<file path="config.mk">
export PLATFORM = sky130hd
export DESIGN_NAME = int_res_mem_arbiter_flat
export DESIGN_NICKNAME = d
export VERILOG_FILES = /design/src/rtl/int_res_mem_arbiter_if.sv /design/src/rtl/int_res_mem_arbiter.sv /design/src/flat_wrapper.sv
export SDC_FILE = /design/constraint.sdc
export NUM_CORES = 1
export LEC_CHECK = 0
export ABC_AREA = 1
export CORE_MARGIN = 3
export CORE_UTILIZATION = 35
export CTS_CLUSTER_DIAMETER = 150
export DETAILED_ROUTE_END_ITERATION = 10
export MAX_ROUTING_LAYER = met4
export PLACE_DENSITY = 0.79
export SLEW_MARGIN = 15
export SYNTH_ARGS = -nofsm -noshare
export SYNTH_HDL_FRONTEND = slang
export SYNTH_SLANG_ARGS = --single-unit
</file>
<file path="constraint.sdc">
create_clock -name clk -period 3.14 [get_ports clk]
set_input_delay 0.628 -clock clk [delete_from_list [all_inputs] [get_ports clk]]
set_output_delay 0.628 -clock clk [all_outputs]
set_load 0.1 [all_outputs]
</file>
<file path="src/rtl/int_res_mem_arbiter_if.sv">
// Requester/memory bundle for the intermediate-result memory arbiter.
// slave = arbiter side, master = requesters plus memory.
interface int_res_mem_arbiter_if #(
    parameter int NUM_REQ = 4,
    parameter int ADDR_W  = 16,
    parameter int DATA_W  = 24
);
    logic [NUM_REQ-1:0]             req;
    logic [NUM_REQ-1:0]             req_write;
    logic [NUM_REQ-1:0][ADDR_W-1:0] req_addr;
    logic [NUM_REQ-1:0][DATA_W-1:0] req_wdata;
    logic                           prio0_en;
    logic [NUM_REQ-1:0]             gnt;
    logic                           mem_chip_en;
    logic                           mem_write_en;
    logic [ADDR_W-1:0]              mem_addr;
    logic [DATA_W-1:0]              mem_wdata;
    logic [DATA_W-1:0]              mem_rdata;
    logic [NUM_REQ-1:0]             rd_valid;
    logic [DATA_W-1:0]              rd_data;
    logic                           busy;

    modport slave (
        input  req, req_write, req_addr, req_wdata, prio0_en, mem_rdata,
        output gnt, mem_chip_en, mem_write_en, mem_addr, mem_wdata,
               rd_valid, rd_data, busy
    );

    modport master (
        output req, req_write, req_addr, req_wdata, prio0_en, mem_rdata,
        input  gnt, mem_chip_en, mem_write_en, mem_addr, mem_wdata,
               rd_valid, rd_data, busy
    );
endinterface

</file>
<file path="src/rtl/int_res_mem_arbiter.sv">
// Single-port memory arbiter: optional strict priority for requester 0, else
// round-robin; registered memory command and in-order read-return tracking.
module int_res_mem_arbiter #(
    parameter int NUM_REQ = 4,
    parameter int ADDR_W  = 16,
    parameter int DATA_W  = 24,
    parameter int RD_LAT  = 2
) (
    input logic                  clk,
    input logic                  rst_n,
    int_res_mem_arbiter_if.slave bus
);
    localparam int ID_W = (NUM_REQ > 1) ? $clog2(NUM_REQ) : 1;

    logic [ID_W-1:0]              rr_ptr;
    logic [ID_W-1:0]              gnt_id;
    logic                         gnt_any;
    logic                         chip_en_q;
    logic                         write_en_q;
    logic [ADDR_W-1:0]            addr_q;
    logic [DATA_W-1:0]            wdata_q;
    // stage k is valid in cycle grant+1+k; stage RD_LAT lines up with mem_rdata
    logic [RD_LAT:0]              vld_pipe;
    logic [RD_LAT:0][ID_W-1:0]    id_pipe;

    always_comb begin
        logic [ID_W:0] sum;
        gnt_any = 1'b0;
        gnt_id  = '0;
        sum     = '0;
        if (bus.prio0_en && bus.req[0]) begin
            gnt_any = 1'b1;
        end else begin
            // scan downward so the nearest index at/after rr_ptr wins
            for (int k = NUM_REQ - 1; k >= 0; k--) begin
                sum = {1'b0, rr_ptr} + (ID_W+1)'(k);
                if (sum >= (ID_W+1)'(NUM_REQ))
                    sum = sum - (ID_W+1)'(NUM_REQ);
                if (bus.req[sum[ID_W-1:0]]) begin
                    gnt_any = 1'b1;
                    gnt_id  = sum[ID_W-1:0];
                end
            end
        end
        if (!rst_n)
            gnt_any = 1'b0;
    end

    assign bus.gnt = gnt_any ? (NUM_REQ'(1) << gnt_id) : '0;

    always_ff @(posedge clk or negedge rst_n) begin
        if (!rst_n) begin
            rr_ptr     <= '0;
            chip_en_q  <= 1'b0;
            write_en_q <= 1'b0;
            addr_q     <= '0;
            wdata_q    <= '0;
            vld_pipe   <= '0;
            id_pipe    <= '0;
        end else begin
            vld_pipe <= {vld_pipe[RD_LAT-1:0], gnt_any & ~bus.req_write[gnt_id]};
            id_pipe  <= {id_pipe[RD_LAT-1:0], gnt_id};
            if (gnt_any) begin
                chip_en_q  <= 1'b1;
                write_en_q <= bus.req_write[gnt_id];
                addr_q     <= bus.req_addr[gnt_id];
                wdata_q    <= bus.req_wdata[gnt_id];
                rr_ptr     <= (gnt_id == ID_W'(NUM_REQ - 1)) ? '0 : gnt_id + 1'b1;
            end else begin
                chip_en_q  <= 1'b0;
                write_en_q <= 1'b0;
            end
        end
    end

    assign bus.mem_chip_en  = chip_en_q;
    assign bus.mem_write_en = write_en_q;
    assign bus.mem_addr     = addr_q;
    assign bus.mem_wdata    = wdata_q;
    assign bus.rd_valid     = vld_pipe[RD_LAT] ? (NUM_REQ'(1) << id_pipe[RD_LAT]) : '0;
    assign bus.rd_data      = bus.mem_rdata;
    assign bus.busy         = chip_en_q | (|vld_pipe);
endmodule

</file>
<file path="src/flat_wrapper.sv">
// flat-port wrapper written by rule: the top's interface ports become plain ports
module int_res_mem_arbiter_flat 
#(
    parameter int NUM_REQ = 4,
    parameter int ADDR_W  = 16,
    parameter int DATA_W  = 24,
    parameter int RD_LAT  = 2
)
  (clk, rst_n, bus_req, bus_req_write, bus_req_addr, bus_req_wdata, bus_prio0_en, bus_mem_rdata, bus_gnt, bus_mem_chip_en, bus_mem_write_en, bus_mem_addr, bus_mem_wdata, bus_rd_valid, bus_rd_data, bus_busy);
  int_res_mem_arbiter_if #(.NUM_REQ(NUM_REQ), .ADDR_W(ADDR_W), .DATA_W(DATA_W)) bus_i ();
  input logic clk;
  input logic rst_n;
  input wire logic [$bits(bus_i.req)-1:0] bus_req;
  input wire logic [$bits(bus_i.req_write)-1:0] bus_req_write;
  input wire logic [$bits(bus_i.req_addr)-1:0] bus_req_addr;
  input wire logic [$bits(bus_i.req_wdata)-1:0] bus_req_wdata;
  input wire logic [$bits(bus_i.prio0_en)-1:0] bus_prio0_en;
  input wire logic [$bits(bus_i.mem_rdata)-1:0] bus_mem_rdata;
  output wire logic [$bits(bus_i.gnt)-1:0] bus_gnt;
  output wire logic [$bits(bus_i.mem_chip_en)-1:0] bus_mem_chip_en;
  output wire logic [$bits(bus_i.mem_write_en)-1:0] bus_mem_write_en;
  output wire logic [$bits(bus_i.mem_addr)-1:0] bus_mem_addr;
  output wire logic [$bits(bus_i.mem_wdata)-1:0] bus_mem_wdata;
  output wire logic [$bits(bus_i.rd_valid)-1:0] bus_rd_valid;
  output wire logic [$bits(bus_i.rd_data)-1:0] bus_rd_data;
  output wire logic [$bits(bus_i.busy)-1:0] bus_busy;
  assign bus_i.req = bus_req;
  assign bus_i.req_write = bus_req_write;
  assign bus_i.req_addr = bus_req_addr;
  assign bus_i.req_wdata = bus_req_wdata;
  assign bus_i.prio0_en = bus_prio0_en;
  assign bus_i.mem_rdata = bus_mem_rdata;
  assign bus_gnt = bus_i.gnt;
  assign bus_mem_chip_en = bus_i.mem_chip_en;
  assign bus_mem_write_en = bus_i.mem_write_en;
  assign bus_mem_addr = bus_i.mem_addr;
  assign bus_mem_wdata = bus_i.mem_wdata;
  assign bus_rd_valid = bus_i.rd_valid;
  assign bus_rd_data = bus_i.rd_data;
  assign bus_busy = bus_i.busy;
  int_res_mem_arbiter #(.NUM_REQ(NUM_REQ), .ADDR_W(ADDR_W), .DATA_W(DATA_W), .RD_LAT(RD_LAT)) u_core (.clk(clk), .rst_n(rst_n), .bus(bus_i));
endmodule
</file>
==> key figures <==
CTS
  • Clock Tree Buf Depth: 2
  • TritonCTS clock tree: done
  • Cts hold-fix bufs: 0
  • CTS Sinks: 53
  • CTS root buf: clkbuf_16
  • Clk_lat worst skew: 0.29 ns
  • Clock slew seen by the registers of the worst setup and hold paths: 0.07 ns
  • TritonCTS Buffers: 5
  • H-tree levels: 2

Floorplan
  • Area of the die: 0.0139 mm2
  • Core area: 0.0122 mm2
  • FP Rows: 40
  • Starting Density: 0.361
  • Chip height: 118 um
  • IO Pins: 270
  • DIE WIDTH: 118 um

GRT
  • Global-route wire length before repair: 23.9 mm
  • GRT overflow: 0
  • Largest net degree at the start of global routing: 83
  • Vias in the first global route: 4662
  • GR Util All Layers: 0.212
  • Initial antenna violation count: 0

Synthesis
  • Syn nets: 932
  • Synth Instances: 736
  • Synth async-reset ratio: 1.00
  • Post-synth EDFFs: 0
  • Avg Cell Area, Syn: 5.97 um2
  • Synth warn: 0
  • Yosys reg bits: 53
  • Yosys cell types: 21
  • Synth Cell Area: 0.00440 mm2
  • Sequential area share after synthesis: 0.302
  • Main flop type after synthesis: dfrtp_1

Route
  • DRC Markers: 0
  • Per-cell routed wire length: 14.1 um
  • Routed Antenna Nets: 0
  • Vias/cell: 4.84
  • Iter 0 DRT Violations: 296
  • Routed vias: 5174
  • Drt total wl: 15.1 mm
  • DR pass1 iterations: 5

Timing
  • Max-slew headroom: 0.400
  • Max Fclk: 0.327 GHz
  • Final period utilization: 0.974
  • Max-slew violations: 0
  • Worst Tran Pin Value: 0.900 ns
  • Worst clock skew: 0.00792 ns
  • Final hold vios: 0
  • Setup violators final: 0
  • Min Tclk post-route: 3.06 ns

Placement
  • Port bufs: 221
  • DP Wirelength: 10.3 mm
  • Routability cong.: 0.879
  • Cell area after placement: 0.00642 mm2

Layout
  • Layout cells sized above 1: 0.105
  • Multi-input gate area: 0.00229 mm2
  • Storage cell area: 0.00133 mm2
  • Syn-to-layout area delta: 50.1%
  • Nets: 1097
  • # fillers: 1241
  • Fin area: 0.00660 mm2
  • # diodes: 0

Hold path
  • Hold WC Path Type: reg -> reg

Worst setup path
  • CP Launch Type: input pin
  • Setup Crit Path Kind: in -> out
  • Crit path max-delay family: simple AND/OR/NAND/NOR gates
  • Crit end category: output port
  • CP arrival: 2.43 ns
  • Max incr delay on CP: 0.51 ns
  • Required @ worst endpoint: 2.51 ns
  • CP cell instances: clkdlybuf4s50_1 -> nand2_1 -> nand2_2 -> nand2_1 -> nand2_2 -> nand2_2 -> nand2_1 -> nand2_2 -> nand3_4 -> buf_4 -> nand2_1 -> nor2_2 -> buf_12
  • CP Buf/Inv Count: 3
  • Critical Path Slowest Stage Cell: clkdlybuf4s50_1
  • CP max FO: 7

Flow run
  • Max cap viols: 0

Outcome
  • Status: finished, final reports clean
-- synth_stat cells, types with 2 or more instances --
library cell    n  area, um2
nand2_1       358       1340
inv_1          93        349
nand4_1        82        513
dfrtp_1        53       1330
nand3_1        48        240
buf_4          35        263
clkbuf_1       19       71.3
buf_2          18       90.1
nor3_1          6       30.0
buf_6           4       45.0
inv_2           4       15.0
nor2_1          4       15.0
nand2_2         3       18.8
o21ai_0         2       10.0
-- metal layers --
metal	wire length, um	global-route usage	up-vias	share of wire
met5	0	-	-	0
met3	776	0.0322	21	0.051
met4	199	0.0469	0	0.013
met2	7430	0.346	177	0.49
li1	-	-	2603	-
met1	6730	0.278	2373	0.44
-- layout by cell type (no fill, tap or decap), types with 2 or more instances in the layout --
cell	Yosys	routed
nand3_1	48	47
buf_12	0	6
clkbuf_16	0	5
nand3_4	0	2
nand2_1	358	352
nand2_2	3	9
nor3_2	0	2
inv_2	4	4
o21ai_0	2	2
nor3_1	6	4
dfrtp_1	53	53
nand4_1	82	82
inv_1	93	92
clkdlybuf4s50_1	0	169
nor2_1	4	2
buf_4	35	58
-- registers in the layout (all words and copies together) (netlist names) --
signal and flops:
u_core.bus.mem_addr 16, u_core.id_pipe 6, u_core.vld_pipe 3, u_core.bus.mem_write_en 1
u_core.bus.mem_chip_en 1, u_core.bus.mem_wdata 24, u_core.rr_ptr 2
-- area by class of cell --
cell class	instances	area share
Clock buffer	5	0.0190
Clock inverter	3	0.00379
Inverter	98	0.0561
Multi-Input combinational cell	509	0.347
Sequential cell	53	0.201
Tap cell	168	0.0319
Timing Repair Buffer	234	0.341
-- metrics by stage --
stage / setup TNS, ns / hold WS, ns / std cells / setup slack, ns / util
after floorplan: -0.207 / 0.331 / 736 / -0.132 / -
after global placement: 0 / 0.333 / 1061 / 0.0678 / 0.528
after detailed placement: 0 / 0.335 / 1061 / 0.0643 / 0.528
after CTS: 0 / 0.352 / 1069 / 0.0423 / 0.540
after global routing: -0.0974 / 0.360 / 1070 / -0.0590 / 0.543
final: 0 / 0.350 / 1070 / 0.0804 / 0.543
-- worst paths after layout --
path | slack [ns] | end | depth (start not counted) | startpoint
min in group asynchronous | 0.52 | u_core.id_pipe[1] | 2 | rst_n
hold / removal | 0.35 | u_core.id_pipe[2] | 0 | u_core.id_pipe[0]
hold reg to reg | 0.35 | u_core.id_pipe[2] | 0 | u_core.id_pipe[0]
max in group asynchronous | 2.16 | u_core.rr_ptr[1] | 2 | rst_n
setup / recovery | 0.08 | bus_gnt[2] | 13 | bus_req[0]
setup reg to reg | 0.77 | u_core.bus.mem_wdata[7] | 16 | u_core.rr_ptr[0]
-- worst reg2reg max path: stages (launching register included) --
cell	delay, ns
dfrtp_1	0.47
inv_2	0.22
nand2_1	0.09
nand2_2	0.09
nand2_1	0.08
nand2_2	0.12
nand2_2	0.08
nand2_1	0.08
nand2_2	0.09
nand3_4	0.13
buf_4	0.39
nand2_1	0.12
nand2_1	0.08
nand2_1	0.06
nand2_1	0.08
nand2_1	0.05
nand2_1	0.08
-- cell families (layout without fill, tap and decap cells) --
| family | count (synthesis) | count (layout) | share of synthesized area |
|---|---|---|---|
| AOI/OAI and AO/OA | 5 | 5 | 0.00939 |
| adders and majority gates | 1 | 1 | 0.00285 |
| buffers and inverters | 174 | 340 | 0.190 |
| DFF | 53 | 53 | 0.302 |
| and+or+nand+nor | 503 | 503 | 0.496 |
-- repair_timing --
item | in CTS | in global routing
resized for setup | 0 | 8
setup endpoints to repair | 0 | 2
buffers inserted | 0 | 1
endpoints found under the hold margin | 0 | 0
Power is not shown: default switching activity piles up to over one toggle a cycle in this logic, so the estimate is an artifact.
